$ cat src/rtl/eregisterfile_sweep.sv
// Parametrised dual-read register bank with a one-entry-per-cycle clear sweep, write bypass and
// dropped-write pulse. Define EREGFILE_ZERO_REG_EN to hardwire entry 0 to zero.
module eregisterfile_sweep #(
    parameter int unsigned DATA_W = 8,
    parameter int unsigned ADDR_W = 3
) (
    input  logic              clk,
    input  logic              rst,
    input  logic              clr,
    input  logic              we,
    input  logic [ADDR_W-1:0] wa,
    input  logic [DATA_W-1:0] wd,
    input  logic [ADDR_W-1:0] ra1,
    input  logic [ADDR_W-1:0] ra2,
    output logic [DATA_W-1:0] rd1,
    output logic [DATA_W-1:0] rd2,
    output logic              busy,
    output logic              wr_drop
);

    localparam int unsigned DEPTH = 1 << ADDR_W;
    localparam logic [ADDR_W-1:0] LastIdx = ADDR_W'(DEPTH - 1);

    localparam logic [0:0] StIdle  = 1'b0;
    localparam logic [0:0] StClear = 1'b1;

    logic [0:0]        state_q, state_d;
    logic [ADDR_W-1:0] clr_idx_q, clr_idx_d;
    logic              wr_drop_q, wr_drop_d;
    logic [DATA_W-1:0] mem_q [DEPTH];

    logic idle;
    logic wr_hit;
    logic wr_commit;
    logic bypass_en;

    assign idle = (state_q == StIdle);

    // A write only "exists" if it targets real storage; writes to the hardwired
    // zero entry are neither committed nor reported as dropped.
`ifdef EREGFILE_ZERO_REG_EN
    assign wr_hit = we && (wa != '0);
`else
    assign wr_hit = we;
`endif

    assign wr_commit = idle && wr_hit && !clr;
    assign bypass_en = we && !clr;

    always_comb begin
        state_d   = state_q;
        clr_idx_d = clr_idx_q;
        wr_drop_d = 1'b0;
        case (state_q)
            StIdle: begin
                if (clr) begin
                    state_d   = StClear;
                    clr_idx_d = '0;
                    wr_drop_d = wr_hit;
                end
            end
            StClear: begin
                clr_idx_d = clr_idx_q + ADDR_W'(1);
                wr_drop_d = wr_hit;
                if (clr_idx_q == LastIdx) begin
                    state_d = StIdle;
                end
            end
            default: begin
                state_d   = StClear;
                clr_idx_d = '0;
            end
        endcase
        // Reset wins over everything and silently discards any write.
        if (rst) begin
            state_d   = StClear;
            clr_idx_d = '0;
            wr_drop_d = 1'b0;
        end
    end

    always_ff @(posedge clk) begin
        state_q   <= state_d;
        clr_idx_q <= clr_idx_d;
        wr_drop_q <= wr_drop_d;
    end

    always_ff @(posedge clk) begin
        if (rst) begin
            mem_q[0] <= '0;
        end else if (state_q == StClear) begin
            mem_q[clr_idx_q] <= '0;
        end else if (wr_commit) begin
            mem_q[wa] <= wd;
        end
    end

    function automatic logic [DATA_W-1:0] read_port(
        input logic [ADDR_W-1:0] addr,
        input logic [DATA_W-1:0] stored,
        input logic              byp,
        input logic [ADDR_W-1:0] waddr,
        input logic [DATA_W-1:0] wdata,
        input logic              sweeping
    );
        logic [DATA_W-1:0] val;
        val = stored;
        if (byp && (addr == waddr)) begin
            val = wdata;
        end
`ifdef EREGFILE_ZERO_REG_EN
        if (addr == '0) begin
            val = '0;
        end
`endif
        if (sweeping) begin
            val = '0;
        end
        return val;
    endfunction

    assign busy    = (state_q == StClear);
    assign wr_drop = wr_drop_q;
    assign rd1     = read_port(ra1, mem_q[ra1], bypass_en, wa, wd, busy);
    assign rd2     = read_port(ra2, mem_q[ra2], bypass_en, wa, wd, busy);

endmodule

$ cat config.mk
export PLATFORM = sky130hd
export DESIGN_NAME = eregisterfile_sweep
export DESIGN_NICKNAME = d
export VERILOG_FILES = /design/src/rtl/eregisterfile_sweep.sv
export SDC_FILE = /design/constraint.sdc
export NUM_CORES = 1
export LEC_CHECK = 0
export CORE_ASPECT_RATIO = 0.8
export CORE_MARGIN = 10
export CORE_UTILIZATION = 55
export DETAILED_ROUTE_END_ITERATION = 7
export PLACE_DENSITY = 0.89
export SETUP_SLACK_MARGIN = 0.4
export SYNTH_ARGS = -nofsm -noshare
export SYNTH_HDL_FRONTEND = slang
export SYNTH_SLANG_ARGS = --single-unit
$ cat constraint.sdc
create_clock -name clk -period 3.2 [get_ports clk]
set_clock_uncertainty 0.05 [all_clocks]
set_input_delay 0.96 -clock clk [delete_from_list [all_inputs] [get_ports clk]]
set_output_delay 0.96 -clock clk [all_outputs]
set_load 0.02 [all_outputs]
==> run_results.csv, run 1 <==
group,metric,value,unit
status,status,"finished, violations left",
status,violations,"setup timing",
logic_synthesis,synth_area_leaders,"edfxtp_1, mux4_1, mux2i_1",
setup_path,critical_path_class,"primary input to primary output",
job,max_cap_violations,0,
global_routing,grt_overflow,0,
final_layout,area_growth,38.59,%
final_layout,layout_commonest_cell,"edfxtp_1",
drt,vias_per_cell,6.265,
power,peakVddDrop,0.3661,mV
sta,worst_pin_slew,591.6,ps
placed_design,place.gp.congestion,0.7710,
min_path,hold_path_class,"register to register",
floorplanning,row_count,26,
logic_synthesis,synth-edff-count,64,
sta,slew_violations,0,
floorplanning,die_h,93.20,um
final_layout,multi_input_area,1913,sq um
final_layout,diodes,0,
floorplanning,core,6441,sq um
sta,hold_violations,0,
clock_tree,cts-root-buf,"clkbuf_8",
drt,drt_iter0_markers,242,
drt,ant_nets,0,
setup_path,cp.required,2190,ps
sta,setup_tns,-143.6,ps
setup_path,crit_path_end_kind,"primary output",
clock_tree,clkLatencyLatePin,350,ps
drt,vias,2362,
logic_synthesis,async_flop_share,0,%
logic_synthesis,synth_top_area_share,52.17,%
clock_tree,cts_tree,"yes",
sta,slew_headroom,60.39,%
drt,wirelength,9.914,mm
placed_design,hpwl,6.175,mm
global_routing,grt_pass1_vias,2510,
setup_path,ff2ff_setup_slack,1000,ps
final_layout,drive_gt1_share,54.27,%
setup_path,worstPathMaxFanout,8,
logic_synthesis,synth-main-ff-cell,"edfxtp_1",
final_layout,postLayoutCoreUtil,79.25,%
clock_tree,clock_path_buffers,2,
final_layout,nets,311,
drt,wl_per_cell,26.30,um
logic_synthesis,syn-num-nets,243,
global_routing,grt_pass1_wl,14.70,mm
sta,setup_viol,3,
sta,worst_slack,-80.23,ps
logic_synthesis,ys_seq_area_share,54.89,%
floorplanning,start_util,57.19,%
logic_synthesis,yosysTopAreaCell,"edfxtp_1",
logic_synthesis,yosysUniqueCellTypes,29,
sta,rsz0062_at_grt,"true",
power,p_leak,1.778,nW
floorplanning,io_pins,39,
final_layout,mostFrequentLayoutCells,"edfxtp_1, mux4_2, buf_4",
floorplanning,die_w,111.5,um
final_layout,ff_latch_area,2023,sq um
final_layout,nFillCells,349,
drt,dr.pass1.iters,4,
setup_path,worstSetupStartpoint,"ra2[1]",
logic_synthesis,synthCells,220,
placed_design,io_buffer_count,38,
logic_synthesis,synth_seq_cells,69,
clock_tree,cts.clk_slew.worst_paths,70,ps
logic_synthesis,yosys_warnings,0,
sta,period_needed,3280,ps
setup_path,cp-start-kind,"primary input",
floorplanning,design.die.area,10390,sq um
global_routing,grt_max_degree,32,
min_path,hold_path_startpoint,"clr_idx_q[0]",
clock_tree,htree_levels,3,
setup_path,cp_data_arrival_time,2270,ps
power,power_density,411.3,nW/um^2
global_routing,antenna_found_initial,0,
sta,fmax,0.3049,GHz
logic_synthesis,netlist_area,3684,sq um
setup_path,r2r-start,"busy",
drt,drc_errors,0,
global_routing,track_usage,18.74,%
clock_tree,cts_num_sinks,69,
sta,period_share,102.5,%
clock_tree,cts_buffers,9,
logic_synthesis,postSynthAreaPerCell,16.74,sq um
[timing repair]
action                     4_1_cts  5_1_grt
pin swaps                       17       13
buffers inserted                 1        0
setup endpoints to repair       88       24
resized for setup              177       15
hold buffers                     0        0
gates cloned                     4        0
[flip-flops by register name (all words and copies together) (netlist names)]
signal,flops
busy,1
mem_q,64
clr_idx_q,3
wr_drop,1
[report_power, final]
part	switching, mW	leakage [nW]	internal, mW
Sequential	0.0122	0.714	0.998
Combinational	0.148	0.956	0.161
Clock	0.338	0.108	0.442
Total	0.498	1.78	1.60
[final cells by class]
type / count / share of cell area [%]
clock buffers: 9 / 2.426
repair buffers: 73 / 16.50
clock inverters: 7 / 1.912
multi-input cells: 135 / 37.48
well taps: 84 / 2.059
flip-flops and latches: 69 / 39.63
[synthesized netlist by cell type (all sizes together), types with 2 or more instances]
cell    count
and2        8
buf        14
or2         2
a211oi     16
dfxtp       5
mux4       32
mux2i      16
and3        2
edfxtp     64
nand4       2
nor3        3
clkbuf      2
ha          2
nand3b      2
nor3b       6
xnor2       6
a21o        2
a21oi       7
nand2       3
nor2       22
[per-stage QoR]
stage | instance area [sq um] | setup slack (ps) | cells | total power, mW | hold slack (ps)
after floorplan | 3974 | 167.0 | 220 | 1.196 | 459.8
after global placement | 4589 | -936.6 | 356 | 1.270 | 485.6
after detailed placement | 4589 | -975.4 | 356 | 1.279 | 491.3
after CTS | 5014 | -20.24 | 377 | 2.082 | 503.3
after global routing | 5105 | -88.04 | 377 | 2.173 | 548.1
final | 5105 | -80.23 | 377 | 2.100 | 508.2
[logic make-up (layout without fill, tap and decap cells)]
kind of cell    count (synthesis)  in the layout  share of synthesized area, %
flops                          69             69                         54.89
simple gates                   54             54                         8.220
mux                            48             48                         26.66
compound gates                 25             25                         4.619
buf+inv                        16             89                         3.499
xor+xnor                        6              6                         1.427
fa+ha+maj                       2              2                        0.6792
[critical path, stage by stage]
cell and delay [ps]:
buf_12 110, buf_16 150, mux4_2 570, mux2i_4 240
a211oi_4 100, buf_6 140
[metal layers]
layer  vias up  share of wire, %  global-route usage (%)
met1      1201                35                   20.42
met5         -                 0                       0
met4         0               3.4                   6.944
li1       1021                 -                       -
met2       115                53                   33.92
met3        25               8.2                   5.747
[final timing paths]
check / end / depth (start not counted)
min reg2reg: clr_idx_q[0] / 2
max reg2reg: mem_q[4][0] / 6
min: clr_idx_q[0] / 2
max: rd2[3] / 6
Power figures use the tool's default switching activity.
==> run 2, diff against run 1 <==
Settings changed: CORE_UTILIZATION 55 to 51, PLACE_DENSITY 0.89 to 0.87.
Clock period 3.2 ns to 2.8 ns, I/O delays scaled along.
==> run 2 against run 1 <==
  * Combinational power is 19% higher
  * Global-route usage is 0.68 points higher
  * Critical path depth increased by 1
  * Count of clock-buffer cells in the layout unchanged
  * Die area rose by 6.3%
  * The run still ends with setup timing left
==> run_results.csv, run 2 (synthesis results as in run 1) <==
group,metric,value,unit
global_routing,track_usage,19.42,%
sta,period_share,108.8,%
drt,drc_errors,0,
power,p_leak,1.833,nW
setup_path,crit_path_end_kind,"primary output",
floorplanning,row_count,27,
power,pwr-share-seq,51.3,%
floorplanning,design.die.area,11040,sq um
placed_design,hpwl,6.351,mm
floorplanning,io_pins,39,
sta,hold_violations,0,
power,p_clk_share,32.3,%
status,violations,"setup timing",
sta,rsz0062_at_grt,"true",
placed_design,place.gp.congestion,0.7834,
sta,fmax,0.3284,GHz
floorplanning,die_h,96.02,um
placed_design,dp.cells,361,
drt,drt_iter0_markers,195,
sta,worst_pin_slew,420.7,ps
drt,ant_nets,0,
power,pwr-share-comb,16.4,%
final_layout,reg.largest.list,"mem_q (64), clr_idx_q (3)",
sta,slew_headroom,71.96,%
setup_path,critical_path_class,"primary input to primary output",
setup_path,cp.required,1910,ps
power,p_sw,0.5875,mW
power,intPower,1.661,mW
drt,vias,2417,
drt,dr.pass1.iters,4,
final_layout,mostFrequentLayoutCells,"edfxtp_1, mux4_2, buf_4",
global_routing,grt_overflow,0,
final_layout,largest_register_ffs,64,
clock_tree,htree_levels,3,
sta,setup_viol,16,
clock_tree,cts-root-buf,"clkbuf_8",
floorplanning,core,6959,sq um
floorplanning,start_util,52.93,%
global_routing,grt_pass1_wl,15.68,mm
final_layout,layout_commonest_cell,"edfxtp_1",
final_layout,nets,318,
sta,worst_slack,-245.4,ps
final_layout,diodes,0,
placed_design,io_buffer_count,38,
global_routing,grt_max_degree,33,
final_layout,nFillCells,385,
final_layout,final_cells,386,
floorplanning,die_w,115.0,um
power,peakVddDrop,0.3773,mV
global_routing,antenna_found_initial,0,
drt,wirelength,10.35,mm
global_routing,grt_pass1_vias,2625,
final_layout,largest-register,"mem_q",
setup_path,cp_data_arrival_time,2160,ps
clock_tree,clock_path_buffers,2,
power,power_switching_share,26.13,%
drt,vias_per_cell,6.262,
clock_tree,clkLatencyLatePin,340,ps
final_layout,area_growth,41.37,%
job,max_cap_violations,0,
sta,period_needed,3045,ps
drt,wl_per_cell,26.82,um
placed_design,place_area,4666,sq um
sta,slew_violations,0,
power,power_density,431.7,nW/um^2
min_path,hold_path_class,"register to register",
clock_tree,cts_num_sinks,69,
clock_tree,cts_buffers,9,
status,status,"finished, violations left",
clock_tree,cts.clk_slew.worst_paths,80,ps
setup_path,worstPathMaxFanout,8,
final_layout,stdcell_area,5207,sq um
clock_tree,cts_hold_buf,0,
final_layout,postLayoutCoreUtil,74.83,%
clock_tree,cts_tree,"yes",
final_layout,drive_gt1_share,56.52,%
setup_path,cp-start-kind,"primary input",
-- run 2: cell types whose count changed in the layout (fill, tap and decap cells not counted), moves of 3 or more --
cell and change:
buf_12 +3, nor2_2 +4, mux4_1 +3, mux4_2 -3, nor2_1 -3
-- run 2: cell type report --
type	count	area [sq um]	share of cell area, %
sequential	69	2023	38.85
tap	87	108.9	2.090
multi-input combinational	135	1931	37.07
timing repair buffer	80	972.2	18.67
clock buffer	9	123.9	2.379
clock inverter	6	48.80	0.9371
-- run 2: timing repair --
action                                  4_1_cts  5_1_grt
cloned                                        6        0
setup buffers                                 4        0
endpoints found under the setup margin      142       22
pin swaps                                    17       12
gates resized for setup                     182       12
hold endpoints to repair                      0        0
-- run 2: stage by stage --
step	power (mW)	TNS [ps]	hold slack (ps)	setup slack [ps]
after floorplan	1.369	0	459.8	7.031
after global placement	1.461	-20040	488.8	-1106
after detailed placement	1.472	-22180	520.5	-1171
after CTS	2.238	-3055	531.0	-267.9
after global routing	2.326	-3332	573.8	-281.2
final	2.248	-2802	539.6	-245.4
-- run 2: final timing paths --
| kind | slack, ps | start | to | cells past startpoint |
|---|---|---|---|---|
| worst min register to register | 540 | clr_idx_q[0] | clr_idx_q[0] | 2 |
| worst min-delay path | 540 | clr_idx_q[0] | clr_idx_q[0] | 2 |
| worst max register to register | 780 | busy | mem_q[0][1] | 6 |
| worst max-delay path | -250 | ra1[1] | rd1[3] | 7 |
-- run 2: power by group through the flow --
| stage | logic (mW) | registers (mW) | clock network [mW] |
|---|---|---|---|
| after floorplan | 0.197 | 1.17 | 0 |
| after global placement | 0.288 | 1.17 | 0 |
| after detailed placement | 0.296 | 1.18 | 0 |
| after CTS | 0.355 | 1.15 | 0.730 |
| after global routing | 0.386 | 1.16 | 0.783 |
| final | 0.369 | 1.15 | 0.726 |
-- run 2: per-layer routing --
layer / track usage, % / share of wire (%) / up-vias / wire length, um
met3: 5.348 / 8.0 / 29 / 824
met1: 23.26 / 38 / 1242 / 3983
li1: - / - / 1038 / -
met5: 0 / 0 / - / 0
met2: 32.54 / 50 / 108 / 5223
met4: 8.436 / 3.1 / 0 / 321
-- run 2: critical path, cell delays in order --
cell	delay (ps)
buf_12	90
buf_12	100
buf_16	130
mux4_2	510
mux2i_2	230
a211oi_4	100
buf_6	140
